<file path="src/rtl/posit_pkg.sv">
// Shared constants, result classes and field helpers for the posit8 (es=1) to binary16 converter.
package posit_pkg;

  localparam int POSIT_N     = 8;
  localparam int POSIT_ES    = 1;
  localparam int FRAC_W      = 4;
  localparam int REGI_W      = 4;
  localparam int FP16_BIAS   = 15;
  localparam int FP16_EXP_W  = 5;
  // Biased exponent is carried wide enough that range checks see the true value.
  localparam int EXP_W       = POSIT_N - 1;

  localparam logic [15:0] FP16_NAR  = 16'h7E00;
  localparam logic [15:0] FP16_ZERO = 16'h0000;

  typedef enum logic [2:0] {
    ZERO,
    NAR,
    NORM,
    UFL,
    OFL
  } posit_class_e;

  function automatic logic signed [EXP_W-1:0] biased_exp(
    input logic [REGI_W-1:0] regi,
    input logic              expo
  );
    logic signed [EXP_W-1:0] r;
    r = EXP_W'(signed'(regi));
    biased_exp = (r <<< POSIT_ES) + EXP_W'(expo) + EXP_W'(FP16_BIAS);
  endfunction

  // NaR outranks zero when the decoder flags both.
  function automatic posit_class_e classify(
    input logic                    allzero,
    input logic                    allone,
    input logic signed [EXP_W-1:0] e
  );
    if (allone)
      classify = NAR;
    else if (allzero)
      classify = ZERO;
    else if (e < 7'sd1)
      classify = UFL;
    else if (e > 7'sd30)
      classify = OFL;
    else
      classify = NORM;
  endfunction

endpackage

</file>
<file path="src/rtl/posit_fp16_pack.sv">
// Combinational packing of a classified posit (class, sign, exponent field, fraction) into binary16.
module posit_fp16_pack
  import posit_pkg::*;
(
  input  posit_class_e            cls,
  input  logic                    sign,
  input  logic [FP16_EXP_W-1:0]   exp_field,
  input  logic [FRAC_W-1:0]       frac,
  output logic [15:0]             fp16
);

  always_comb begin
    fp16 = FP16_ZERO;
    case (cls)
      ZERO:    fp16 = FP16_ZERO;
      NAR:     fp16 = FP16_NAR;
      NORM:    fp16 = {sign, exp_field, frac, 6'b0};
      UFL:     fp16 = {sign, 15'h0};
      OFL:     fp16 = {sign, 5'h1F, 10'h0};
      default: fp16 = FP16_ZERO;
    endcase
  end

endmodule

</file>
<file path="src/rtl/posit8_to_fp16.sv">
// Two-stage valid/ready pipeline converting decoded posit8 fields to IEEE binary16.
// Optional NaR/zero input counters are built when POSIT_CONV_STATS_EN is defined.
module posit8_to_fp16
  import posit_pkg::*;
(
  input  logic              clk,
  input  logic              rst_n,
  input  logic              in_valid,
  output logic              in_ready,
  input  logic              in_sign,
  input  logic [REGI_W-1:0] in_regi,
  input  logic              in_expo,
  input  logic [FRAC_W-1:0] in_frac,
  input  logic              in_allzero,
  input  logic              in_allone,
  output logic              out_valid,
  input  logic              out_ready,
  output logic [15:0]       out_fp16
`ifdef POSIT_CONV_STATS_EN
  ,
  output logic [7:0]        nar_cnt,
  output logic [7:0]        zero_cnt
`endif
);

  logic                    in_fire;
  logic                    s1_adv;
  logic                    out_fire;
  logic signed [EXP_W-1:0] e_biased;
  posit_class_e            cls_next;

  logic                    s1_valid_reg;
  posit_class_e            s1_cls_reg;
  logic                    s1_sign_reg;
  logic [FP16_EXP_W-1:0]   s1_exp_reg;
  logic [FRAC_W-1:0]       s1_frac_reg;

  logic                    s2_valid_reg;
  logic [15:0]             s2_fp16_reg;
  logic [15:0]             s2_fp16_next;

  assign out_fire = s2_valid_reg && out_ready;
  // S1 may move on whenever S2 is free now or is emptying this cycle.
  assign s1_adv   = s1_valid_reg && (!s2_valid_reg || out_ready);
  assign in_ready = !s1_valid_reg || s1_adv;
  assign in_fire  = in_valid && in_ready;

  assign e_biased = biased_exp(in_regi, in_expo);
  assign cls_next = classify(in_allzero, in_allone, e_biased);

  always_ff @(posedge clk or negedge rst_n) begin
    if (!rst_n) begin
      s1_valid_reg <= 1'b0;
      s1_cls_reg   <= ZERO;
      s1_sign_reg  <= 1'b0;
      s1_exp_reg   <= '0;
      s1_frac_reg  <= '0;
    end else if (in_fire) begin
      s1_valid_reg <= 1'b1;
      s1_cls_reg   <= cls_next;
      s1_sign_reg  <= in_sign;
      s1_exp_reg   <= e_biased[FP16_EXP_W-1:0];
      s1_frac_reg  <= in_frac;
    end else if (s1_adv) begin
      s1_valid_reg <= 1'b0;
    end
  end

  posit_fp16_pack u_pack (
    .cls       (s1_cls_reg),
    .sign      (s1_sign_reg),
    .exp_field (s1_exp_reg),
    .frac      (s1_frac_reg),
    .fp16      (s2_fp16_next)
  );

  always_ff @(posedge clk or negedge rst_n) begin
    if (!rst_n) begin
      s2_valid_reg <= 1'b0;
      s2_fp16_reg  <= FP16_ZERO;
    end else if (s1_adv) begin
      s2_valid_reg <= 1'b1;
      s2_fp16_reg  <= s2_fp16_next;
    end else if (out_fire) begin
      s2_valid_reg <= 1'b0;
    end
  end

  assign out_valid = s2_valid_reg;
  assign out_fp16  = s2_fp16_reg;

`ifdef POSIT_CONV_STATS_EN
  logic [7:0] nar_cnt_reg;
  logic [7:0] zero_cnt_reg;

  always_ff @(posedge clk or negedge rst_n) begin
    if (!rst_n) begin
      nar_cnt_reg  <= 8'h00;
      zero_cnt_reg <= 8'h00;
    end else if (in_fire) begin
      if (in_allone) begin
        if (nar_cnt_reg != 8'hFF)
          nar_cnt_reg <= nar_cnt_reg + 8'h01;
      end else if (in_allzero) begin
        if (zero_cnt_reg != 8'hFF)
          zero_cnt_reg <= zero_cnt_reg + 8'h01;
      end
    end
  end

  assign nar_cnt  = nar_cnt_reg;
  assign zero_cnt = zero_cnt_reg;
`endif

endmodule

</file>
<file path="config.mk">
export PLATFORM = sky130hd
export DESIGN_NAME = posit8_to_fp16
export DESIGN_NICKNAME = d
export VERILOG_FILES = /design/src/rtl/posit_pkg.sv /design/src/rtl/posit_fp16_pack.sv /design/src/rtl/posit8_to_fp16.sv
export SDC_FILE = /design/constraint.sdc
export NUM_CORES = 1
export LEC_CHECK = 0
export CORE_ASPECT_RATIO = 0.8
export CORE_UTILIZATION = 54
export CTS_CLUSTER_DIAMETER = 80
export DETAILED_ROUTE_END_ITERATION = 16
export PLACE_DENSITY_LB_ADDON = 0.25
export SYNTH_ARGS = -nofsm -noshare
export SYNTH_HDL_FRONTEND = slang
export SYNTH_HIERARCHICAL = 1
export SYNTH_SLANG_ARGS = --single-unit
</file>
<file path="constraint.sdc">
create_clock -name clk -period 4.2 [get_ports clk]
set_clock_uncertainty 0.15 [all_clocks]
set_input_delay 1.26 -clock clk [delete_from_list [all_inputs] [get_ports clk]]
set_output_delay 1.26 -clock clk [all_outputs]
set_load 0.1 [all_outputs]
</file>
==> flow_summary.toml, run 1 <==
[outcome]
status = "completed"

[final_layout]
area_growth_pct = 24.9
layout.nets = 176
fin_area_um2 = 1890
drive_gt1_frac = 0.233
largest_reg_flops = 16
antenna_cells = 0

[clock_tree]
cts_resized = 0
root_buffer = "clkbuf_4"
clkLatencyLatePin_ns = 0.33
cts_tree = "done"
cts_setup_buffers = 0
clkSinkCount = 31
cts_htree_levels = 2
numCtsBuffers = 5
cts_max_path_buffers = 2
clk_pin_slew_ns = 0.09
ctsHoldBuffers = 0

[worst_setup_path]
arrival_ns = 2.13
cp_num_buf_inv = 2
endpoint_kind = "primary output"
slowest_stage = "clkdlybuf4s50_1"
reg2reg_depth = 3
crit_family = "buffers and inverters"
crit_type = "primary input to primary output"
required_ns = 2.79
path_cells = "clkdlybuf4s50_1, nand3b_1, buf_12"
worstSetupStartpointType = "primary input"
ff2ff_setup_slack_ns = 2.44
worstPathMaxFanout = 3
cpPeakStageDelay_ns = 0.41
cp_num_cells = 3

[routing]
routed_wl_mm = 2.64
dr.pass1.iters = 4
via_per_inst = 5.24
final_antenna_net_count = 0
wl_per_cell_um = 13.5
drcViolationCount = 0
drtIter0Drc = 55
vias = 1022

[global_routing]
grt_use_total = 0.216
grt_pass1_wl_mm = 4.67
antenna_found_initial = 0
grt_pass1_vias = 1093
grt.overflow.total = 0
grt_max_degree = 32

[sta]
max_freq_ghz = 0.282
rsz0062_at_grt = "no"
timing.hold.ws_ns = 0.352
worstMarginPinSlew_ns = 0.973
min_period_ns = 3.54
setup-violations-final = 0
hold_violations = 0
finalCritPeriodShare = 0.844
setup_tns_ns = 0
drv_slew = 0
slew_headroom = 0.349

[synth]
synth-seq-area-share = 0.512
synthArstFlopShare = 1.00
synth-edff-count = 0
syn_avg_cell_area_um2 = 12.2
yosysTopAreaCell = "dfrtp_1"
ys_ff_latch = 31
synth_common_cells = "dfrtp_1, mux2_2, nand2_1"
yosys.area.top_type_share = 0.512
synthFlopType = "dfrtp_1"
netlist_instances = 124
synth_warnings = 6
syn_area_um2 = 1520
synth.distinct_cells = 31
synth_area_leaders = "dfrtp_1, mux2_2, buf_4"
yosysMostFrequentCell = "dfrtp_1"

[floorplan]
die_h_um = 49.4
ios = 34
initial_utilization = 0.596
chipWidth_um = 61.2
num_rows = 16
dieArea_um2 = 3020
core_um2 = 2540

[placement]
dp_hpwl_mm = 1.90
postPlaceCellArea_um2 = 1840
gp_congestion = 0.763
port_buffers = 33

[power]
powerDensity_nw_per_um2 = 518
comb_power_share = 0.442
swShare = 0.455
switchingPower_uw = 446
power.share.clock = 0.169
p_leak_uw = 0.000809
seq_power_share = 0.388
internal_power_uw = 534
power_uw = 980
peakVddDrop_mv = 0.339

[worst_hold_path]
holdPathStages = 2
hp-class = "flop to flop"

[job]
cap_violations = 0
-- through the flow --
stage / utilization / instances / worst slack (ns)
2_1_floorplan: - / 129 / 0.703
3_3_place_gp: 0.723 / 187 / 0.681
3_5_place_dp: 0.723 / 187 / 0.650
4_1_cts: 0.744 / 195 / 0.650
5_1_grt: 0.744 / 195 / 0.588
6_report: 0.744 / 195 / 0.655
-- power by group through the flow --
| stage | Clock [µW] | Sequential, µW | Combinational [µW] |
|---|---|---|---|
| floorplan | 0 | 613 | 102 |
| global placement | 0 | 383 | 428 |
| detailed placement | 0 | 387 | 436 |
| CTS | 172 | 381 | 436 |
| global route | 185 | 389 | 451 |
| finish | 166 | 380 | 433 |
-- layout make-up --
class                           count  area [µm²]
Tap cell                           36        45.0
Sequential cell                    31         776
Timing Repair Buffer               34         348
Clock buffer                        5        37.5
Multi-Input combinational cell     84         663
Inverter                            2        7.51
Clock inverter                      3        15.0
Fill cell                         191         651
-- worst paths after layout --
| path | start | to |
|---|---|---|
| setup / recovery | out_ready | in_ready |
| hold / removal | s1_exp_reg[0] | s1_exp_reg[0] |
| setup reg to reg | out_valid | s1_exp_reg[2] |
| hold reg to reg | s1_exp_reg[0] | s1_exp_reg[0] |
| max in group asynchronous | rst_n | out_fp16[8] |
| min in group asynchronous | rst_n | out_fp16[3] |
-- routing by layer --
layer	share of wire	vias up	GRT usage
met5	0	-	0
met4	0.010	0	0.0871
met3	0.042	4	0.0769
met2	0.52	29	0.344
met1	0.43	499	0.261
li1	-	490	-
-- worst min-delay path, cell delays in order, from the launching register on --
cell and delay [ns]:
dfrtp_1 0.36, nand2_1 0.05, o21ai_0 0.06
-- layout by cell type, fill, tap and decap left out, types with 2 or more instances in the layout --
cell type,netlist,layout
nor2_1,2,2
o211ai_1,5,5
nand2b_1,6,6
nor3b_1,3,3
clkdlybuf4s50_1,0,32
conb_1,1,6
mux2_2,22,22
dfrtp_1,31,31
inv_1,2,2
o21ai_0,4,4
nand3b_1,7,7
nand2_1,9,9
xor2_1,3,3
clkbuf_4,0,5
ha_1,2,2
or3b_1,2,2
clkinv_2,0,3
-- cells by family (layout without fill, tap and decap cells) --
group,Yosys count,in the layout,synth area share
compound gates,16,16,0.0826
xor+xnor,3,3,0.0173
fa+ha+maj,2,2,0.0165
buf+inv,14,44,0.0628
flops,31,31,0.512
mux,22,22,0.164
other cells,1,6,0.00247
simple gates,35,35,0.143
Power figures use the tool's default switching activity.
==> run 2, diff against run 1 <==
Settings changed: CORE_UTILIZATION 54 to 45.
Clock period 4.2 ns to 3.2 ns, I/O delays scaled along.
==> run 2 against run 1 <==
  * Sequential power rose by 32%
  * Setup slack got worse by 0.42 ns
  * Largest power group unchanged
  * Highest routed layer unchanged
  * Design area rose by 2.8%
  * Critical endpoint unchanged
  * Via count fell by 0.20%
==> flow_summary.toml, run 2 (synthesized netlist as in run 1, its figures left out) <==
[global_routing]
grt_max_degree = 32
grt.overflow.total = 0
grt_pass1_vias = 1000
grt_use_total = 0.178
antenna_found_initial = 0
grt_pass1_wl_mm = 4.46

[clock_tree]
clk_pin_slew_ns = 0.07
clkLatencyLatePin_ns = 0.28
ctsHoldBuffers = 0
clkSinkCount = 31
cts_max_path_buffers = 2
numCtsBuffers = 5
root_buffer = "clkbuf_8"
cts_resized = 0
cts_setup_buffers = 0
cts_htree_levels = 2
cts_tree = "done"

[routing]
wl_per_cell_um = 13.4
drcViolationCount = 0
vias = 1020
drtIter0Drc = 34
dr.pass1.iters = 4
final_antenna_net_count = 0
routed_wl_mm = 2.69
via_per_inst = 5.10

[sta]
min_period_ns = 2.96
hold_violations = 0
setup-violations-final = 0
finalCritPeriodShare = 0.926
rsz0062_at_grt = "no"
worstMarginPinSlew_ns = 0.674
max_freq_ghz = 0.337
setup_tns_ns = 0
slew_headroom = 0.550
drv_slew = 0

[final_layout]
mostFrequentLayoutCells = "dfrtp_1, mux2_2, buf_4, clkdlybuf4s50_1, nand2_1"
drive_gt1_frac = 0.344
layout_commonest_cell = "dfrtp_1"
fin_util = 0.617
area_growth_pct = 28.4
largest_reg_flops = 16
layout.nets = 177
antenna_cells = 0
fin_area_um2 = 1950
layout.cells.non_filler = 200

[floorplan]
die_h_um = 53.9
chipWidth_um = 66.9
initial_utilization = 0.481
core_um2 = 3150
dieArea_um2 = 3600
num_rows = 18
ios = 34

[worst_hold_path]
hp-start = "s1_exp_reg[1]"
hp-class = "flop to flop"
holdPathStages = 2
min_to = "s1_exp_reg[1]"

[job]
cap_violations = 0

[placement]
dp_cells = 192
port_buffers = 33
dp_hpwl_mm = 1.99
postPlaceCellArea_um2 = 1810
gp_congestion = 0.739

[worst_setup_path]
arrival_ns = 1.85
path_cells = "clkdlybuf4s50_1, nand3b_1, buf_12"
reg2reg_depth = 3
cpPeakStageDelay_ns = 0.42
timing.rr.end = "s1_frac_reg[2]"
worstPathMaxFanout = 3
crit_type = "primary input to primary output"
slowest_stage = "clkdlybuf4s50_1"
ff2ff_setup_slack_ns = 1.52
r2r-start = "out_valid"
required_ns = 2.09
endpoint_kind = "primary output"
worstSetupStartpointType = "primary input"

[power]
powerDensity_nw_per_um2 = 781
p_leak_uw = 0.000864
peakVddDrop_mv = 0.364

[outcome]
status = "completed"
[run 2: cell count changes in the layout (fill, tap and decap cells not counted)]
cell,previous run,this run
clkbuf_8,0,5
buf_4,1,19
bufinv_16,0,2
clkinv_2,3,0
clkinvlp_4,0,1
clkdlybuf4s50_1,32,15
clkbuf_4,5,0
[run 2: layout make-up]
cell class | instances | area, µm²
timing repair buffer | 35 | 313
multi-input combinational | 84 | 663
fill | 274 | 1210
clock buffer | 5 | 68.8
clock inverter | 3 | 67.6
sequential | 31 | 776
inverter | 2 | 7.51
tap | 40 | 50.0
[run 2: metrics by stage]
step	worst slack [ns]	hold slack, ns	total power (µW)
after detailed placement	0.247	0.335	1070
final	0.237	0.342	1520
after global placement	0.281	0.322	1050
after global routing	0.181	0.366	1570
after floorplan	0.103	0.300	937
after CTS	0.244	0.350	1530
[run 2: worst max path at each step]
stage                     depth (start not counted)  startpoint       endpoint
after floorplan                                   4   out_valid  s1_exp_reg[2]
after global placement                            3   out_ready       in_ready
after detailed placement                          3   out_ready       in_ready
after CTS                                         3   out_ready       in_ready
after global routing                              3   out_ready       in_ready
final                                             3   out_ready       in_ready
[run 2: worst max-delay path, delay by kind of cell]
family / cells / cell delay, ns
buf+inv: 2 / 0.64
simple gates: 1 / 0.25
[run 2: where the power goes]
part / total (µW) / leakage, µW / switching (µW) / internal [µW]
clock network: 464 / 0.0000644 / 154 / 310
registers: 502 / 0.000379 / 44.3 / 458
logic: 553 / 0.000421 / 405 / 148
total: 1520 / 0.000864 / 603 / 916
[run 2: metal layers]
| metal | vias up | track usage | routed length (µm) |
|---|---|---|---|
| met5 | - | 0 | 0 |
| met4 | 0 | 0.110 | 63 |
| met3 | 7 | 0.0466 | 111 |
| met2 | 24 | 0.303 | 1310 |
| met1 | 496 | 0.202 | 1210 |
| li1 | 493 | - | - |
==> patch 1 (settings of run 1) <==
Encoding of `posit_class_e`: now Gray code (3 bits for 5 values).
--- a/src/rtl/posit_pkg.sv
+++ b/src/rtl/posit_pkg.sv
@@ -14,11 +14,11 @@
   localparam logic [15:0] FP16_ZERO = 16'h0000;
 
   typedef enum logic [2:0] {
-    ZERO,
-    NAR,
-    NORM,
-    UFL,
-    OFL
+    ZERO = 3'b000,
+    NAR  = 3'b001,
+    NORM = 3'b011,
+    UFL  = 3'b010,
+    OFL  = 3'b110
   } posit_class_e;
 
   function automatic logic signed [EXP_W-1:0] biased_exp(
Check against the original RTL: same outputs for any inputs over 10 cycles, from zero or initial values and one cycle with rst_n low; not proved beyond that.
==> patch 1 against run 1 <==
Maximum frequency is 4.5% lower. Largest cell class unchanged. Core utilization stayed put. Sequential cell count stayed put. Count of clock-buffer cells in the layout is 2 higher. First-iteration DRC count is 42% lower. Wire length is 3.8% higher. Critical path depth is 2 higher. Total power is 0.92% higher. Critical endpoint unchanged. Cell area stayed put. Setup slack worse by 170 ps. Area after synthesis is 1.2% lower. Die area is 1.2% lower.
==> patch 1: results <==
metrics = {
    "run_status": {
        "status": "finished, final reports clean",
    },
    "cells_and_area": {
        "final_nets": 181,
        "fillers": 191,
        "largest_reg_flops": 16,
        "drive_above_1_share": 0.232,
        "diodes": 0,
    },
    "routing": {
        "drt_iter0_drc": 32,
        "vias": 1017,
        "firstDrtPassIters": 4,
        "detail_route.vias_per_cell": 5.09,
        "wire_per_inst_um": 13.7,
    },
    "placed_design": {
        "portBuffers": 33,
        "dp_cells": 192,
        "globalplace.congestion": 0.758,
        "dp_hpwl_um": 2110,
    },
    "critical_path": {
        "path_max_fanout": 3,
        "worstPathArrival_ps": 2300,
        "cp_slowest_stage_delay_ps": 390,
        "critical_path.top_delay_family": "buffers and inverters",
        "cp_slowest_cell": "clkdlybuf4s50_1",
    },
    "global_route": {
        "grt_pass1_wl_um": 4710,
        "grtUsageTotal": 0.224,
        "grt_pass1_vias": 1076,
        "grt_max_degree": 32,
        "antenna_found_initial": 0,
    },
    "synthesis": {
        "synthTopCellsByCount": "dfrtp_1, mux2_2, nand2_1, o21ai_0, buf_4",
        "synth_ff_type": "dfrtp_1",
        "yosysSeqAreaShare": 0.518,
        "synth_cell_type_count": 37,
        "yosysWarnings": 6,
        "avgSynthCellArea_um2": 12.0,
        "async_reset_ff_frac": 1.00,
        "synth.area.top_cells": "dfrtp_1, mux2_2, buf_4",
    },
    "clock_network": {
        "numCtsBuffers": 5,
        "cts_hold_buf": 0,
        "clk_pin_slew_ps": 90,
        "cts_root_buf": "clkbuf_4",
        "post_cts_buffers": 0,
        "clock_tree.buffer_depth": 2,
        "clk_latency_ps": 340,
        "cts.repair.resized": 0,
        "ctsHtreeMaxLevel": 2,
    },
    "hold_path": {
        "hold_path.class": "reg2reg",
    },
    "power": {
        "power_leakage_nw": 0.841,
        "pg_clk_w": 0.000163,
        "peakVddDrop_v": 0.000335,
        "intPower_w": 0.000539,
        "p_seq_frac": 0.383,
    },
    "sta": {
        "worst_pin_slew_ps": 1000,
    },
}
-- patch 1: worst paths after layout --
kind,start,to,slack (ps),depth (start not counted)
setup / recovery,out_ready,in_ready,490,5
hold / removal,s1_exp_reg[4],s1_exp_reg[4],350,2
setup reg to reg,out_valid,s1_cls_reg[0],2550,6
hold reg to reg,s1_exp_reg[4],s1_exp_reg[4],350,2
max in group asynchronous,rst_n,s1_frac_reg[0],2460,2
min in group asynchronous,rst_n,out_fp16[10],1150,2
-- patch 1: per-layer routing --
metal	GRT usage	up-vias	share of wire
met1	0.256	487	0.42
met3	0.0584	10	0.045
met5	0	-	0
met2	0.368	28	0.50
li1	-	492	-
met4	0.136	0	0.034
-- patch 1: per-stage QoR --
step | cell area [µm²] | total power [W] | hold WS (ps) | setup WS, ps | util
after floorplan | 1520 | 0.000722 | 299 | 700 | -
after global placement | 1840 | 0.000823 | 316 | 528 | 0.724
after detailed placement | 1840 | 0.000834 | 326 | 487 | 0.724
after CTS | 1890 | 0.000997 | 347 | 483 | 0.744
after global routing | 1890 | 0.00103 | 374 | 440 | 0.744
final | 1890 | 0.000989 | 346 | 489 | 0.744
-- patch 1: logic make-up after synthesis --
kind of cell             after synthesis  share of synthesized area
flip-flops                            31                      0.518
XOR/XNOR                               2                     0.0117
other                                  1                    0.00251
multiplexers                          22                      0.165
adder cells (fa/ha/maj)                2                     0.0167
buffers and inverters                 13                     0.0568
AO/OA/AOI/OAI                         19                     0.0861
AND/OR/NAND/NOR                       35                      0.143
-- patch 1: final cells by class --
cell class	instances	area, µm²	area share
clock buffer	7	45.0	0.0238
sequential	31	776	0.410
inverter	5	18.8	0.00992
timing repair buffer	34	348	0.184
tap	36	45.0	0.0238
multi-input combinational	86	654	0.346
clock inverter	1	5.00	0.00265
==> patch 2 (settings of run 1) <==
Without the edit above. The option `POSIT_CONV_STATS_EN` is turned on by a define.
--- a/src/rtl/posit8_to_fp16.sv
+++ b/src/rtl/posit8_to_fp16.sv
@@ -1,5 +1,7 @@
 // Two-stage valid/ready pipeline converting decoded posit8 fields to IEEE binary16.
 // Optional NaR/zero input counters are built when POSIT_CONV_STATS_EN is defined.
+`define POSIT_CONV_STATS_EN
+
 module posit8_to_fp16
   import posit_pkg::*;
 (
Formal check against the unedited RTL (old outputs only; new: nar_cnt and zero_cnt): equivalent (Yosys induction, for registers that start in step).
==> patch 2 against run 1 <==
Non-clock buffer count increased by 17. Total power up 89%. Register-to-register slack lost 170 ps. Cell area rose by 51%. Setup slack better by 77 ps. Area after synthesis increased by 50%. Sequential cell count increased by 16. Die area increased by 48%. Wire length increased by 52%.
==> patch 2: results <==
metrics = {
    "sta": {
        "whs_ps": 331,
        "tns_ps": 0,
        "worst_pin_slew_ps": 996,
        "max_freq_ghz": 0.288,
    },
    "routing": {
        "vias": 1566,
        "drt_iter0_drc": 91,
        "detail_route.vias_per_cell": 5.15,
        "wl_um": 4020,
    },
    "synthesis": {
        "synth_cell_type_count": 40,
        "synthTopCellsByCount": "dfrtp_1, nand2_1, mux2_2, xnor2_1, nand2b_1",
        "yosysWarnings": 6,
        "synth_ff_type": "dfrtp_1",
        "synthCells": 200,
        "synth.area.top_cells": "dfrtp_1, mux2_2, xnor2_1",
        "yosysSeqAreaShare": 0.516,
        "async_reset_ff_frac": 1.00,
    },
    "power": {
        "intPower_w": 0.000912,
        "p_switching_w": 0.000941,
        "peakVddDrop_v": 0.000686,
        "p_clk_frac": 0.150,
        "pwr-share-comb": 0.505,
        "power_leakage_nw": 1.26,
    },
    "run_status": {
        "status": "finished, final reports clean",
    },
    "hold_path": {
        "hold_path.class": "reg2reg",
    },
    "clock_network": {
        "cts.repair.resized": 0,
        "clk_latency_ps": 290,
        "cts_hold_buf": 0,
        "ctsHtreeMaxLevel": 2,
        "numCtsBuffers": 5,
        "clock_tree.buffer_depth": 2,
        "cts_root_buf": "clkbuf_8",
        "clk_pin_slew_ps": 80,
        "post_cts_buffers": 0,
    },
    "cells_and_area": {
        "diodes": 0,
        "final_nets": 269,
        "drive_above_1_share": 0.149,
        "fillers": 308,
        "largest_reg_flops": 16,
    },
    "placed_design": {
        "dp_hpwl_um": 2900,
        "dp_cells": 297,
        "portBuffers": 49,
        "place_area_um2": 2770,
        "place_ws_ps": 726,
        "globalplace.congestion": 0.810,
    },
    "global_route": {
        "grt_pass1_wl_um": 6840,
        "grtUsageTotal": 0.204,
        "antenna_found_initial": 0,
        "grt_max_degree": 48,
        "grt_pass1_vias": 1514,
    },
    "critical_path": {
        "path_max_fanout": 4,
        "cp_slowest_cell": "clkdlybuf4s50_1",
        "worstPathArrival_ps": 2060,
        "reg2reg_slack_ps": 2270,
        "cp_slowest_stage_delay_ps": 470,
    },
}
==> patch 2: final timing paths <==
kind	cells past startpoint	to	startpoint
worst max-delay path	3	in_ready	out_ready
worst min register to register	2	s1_frac_reg[0]	s1_frac_reg[0]
worst min-delay path	2	s1_frac_reg[0]	s1_frac_reg[0]
max in group asynchronous	1	out_fp16[3]	rst_n
min in group asynchronous	1	out_fp16[0]	rst_n
worst max register to register	4	zero_cnt[1]	zero_cnt[0]
==> patch 2: routing by layer <==
| metal | wire length [µm] | vias up | GRT usage | part of all wire |
|---|---|---|---|---|
| met5 | 0 | - | 0 | 0 |
| met4 | 17 | 0 | 0.0485 | 0.0042 |
| met3 | 168 | 2 | 0.0472 | 0.042 |
| met2 | 1880 | 35 | 0.338 | 0.47 |
| met1 | 1950 | 750 | 0.274 | 0.49 |
| li1 | - | 779 | - | - |
==> patch 2: cell families (layout without fill, tap and decap cells) <==
| family | count (synthesis) | count (layout) | synth area share |
|---|---|---|---|
| xor gates and xnor gates | 15 | 15 | 0.0576 |
| buffers and inverters | 19 | 63 | 0.0527 |
| DFF | 47 | 47 | 0.516 |
| other | 1 | 6 | 0.00164 |
| AOI/OAI and AO/OA | 21 | 21 | 0.0620 |
| muxes | 18 | 18 | 0.0906 |
| and+or+nand+nor | 75 | 75 | 0.198 |
| adders and majority gates | 4 | 4 | 0.0220 |
==> patch 2: final cells by class <==
cell class,instances,area (µm²),area share
clock buffers,6,82.6,0.0289
clock inverters,1,8.76,0.00306
inverters,5,18.8,0.00656
multi-input cells,139,1000,0.350
flip-flops and latches,47,1180,0.411
well taps,55,68.8,0.0241
repair buffers,51,503,0.176
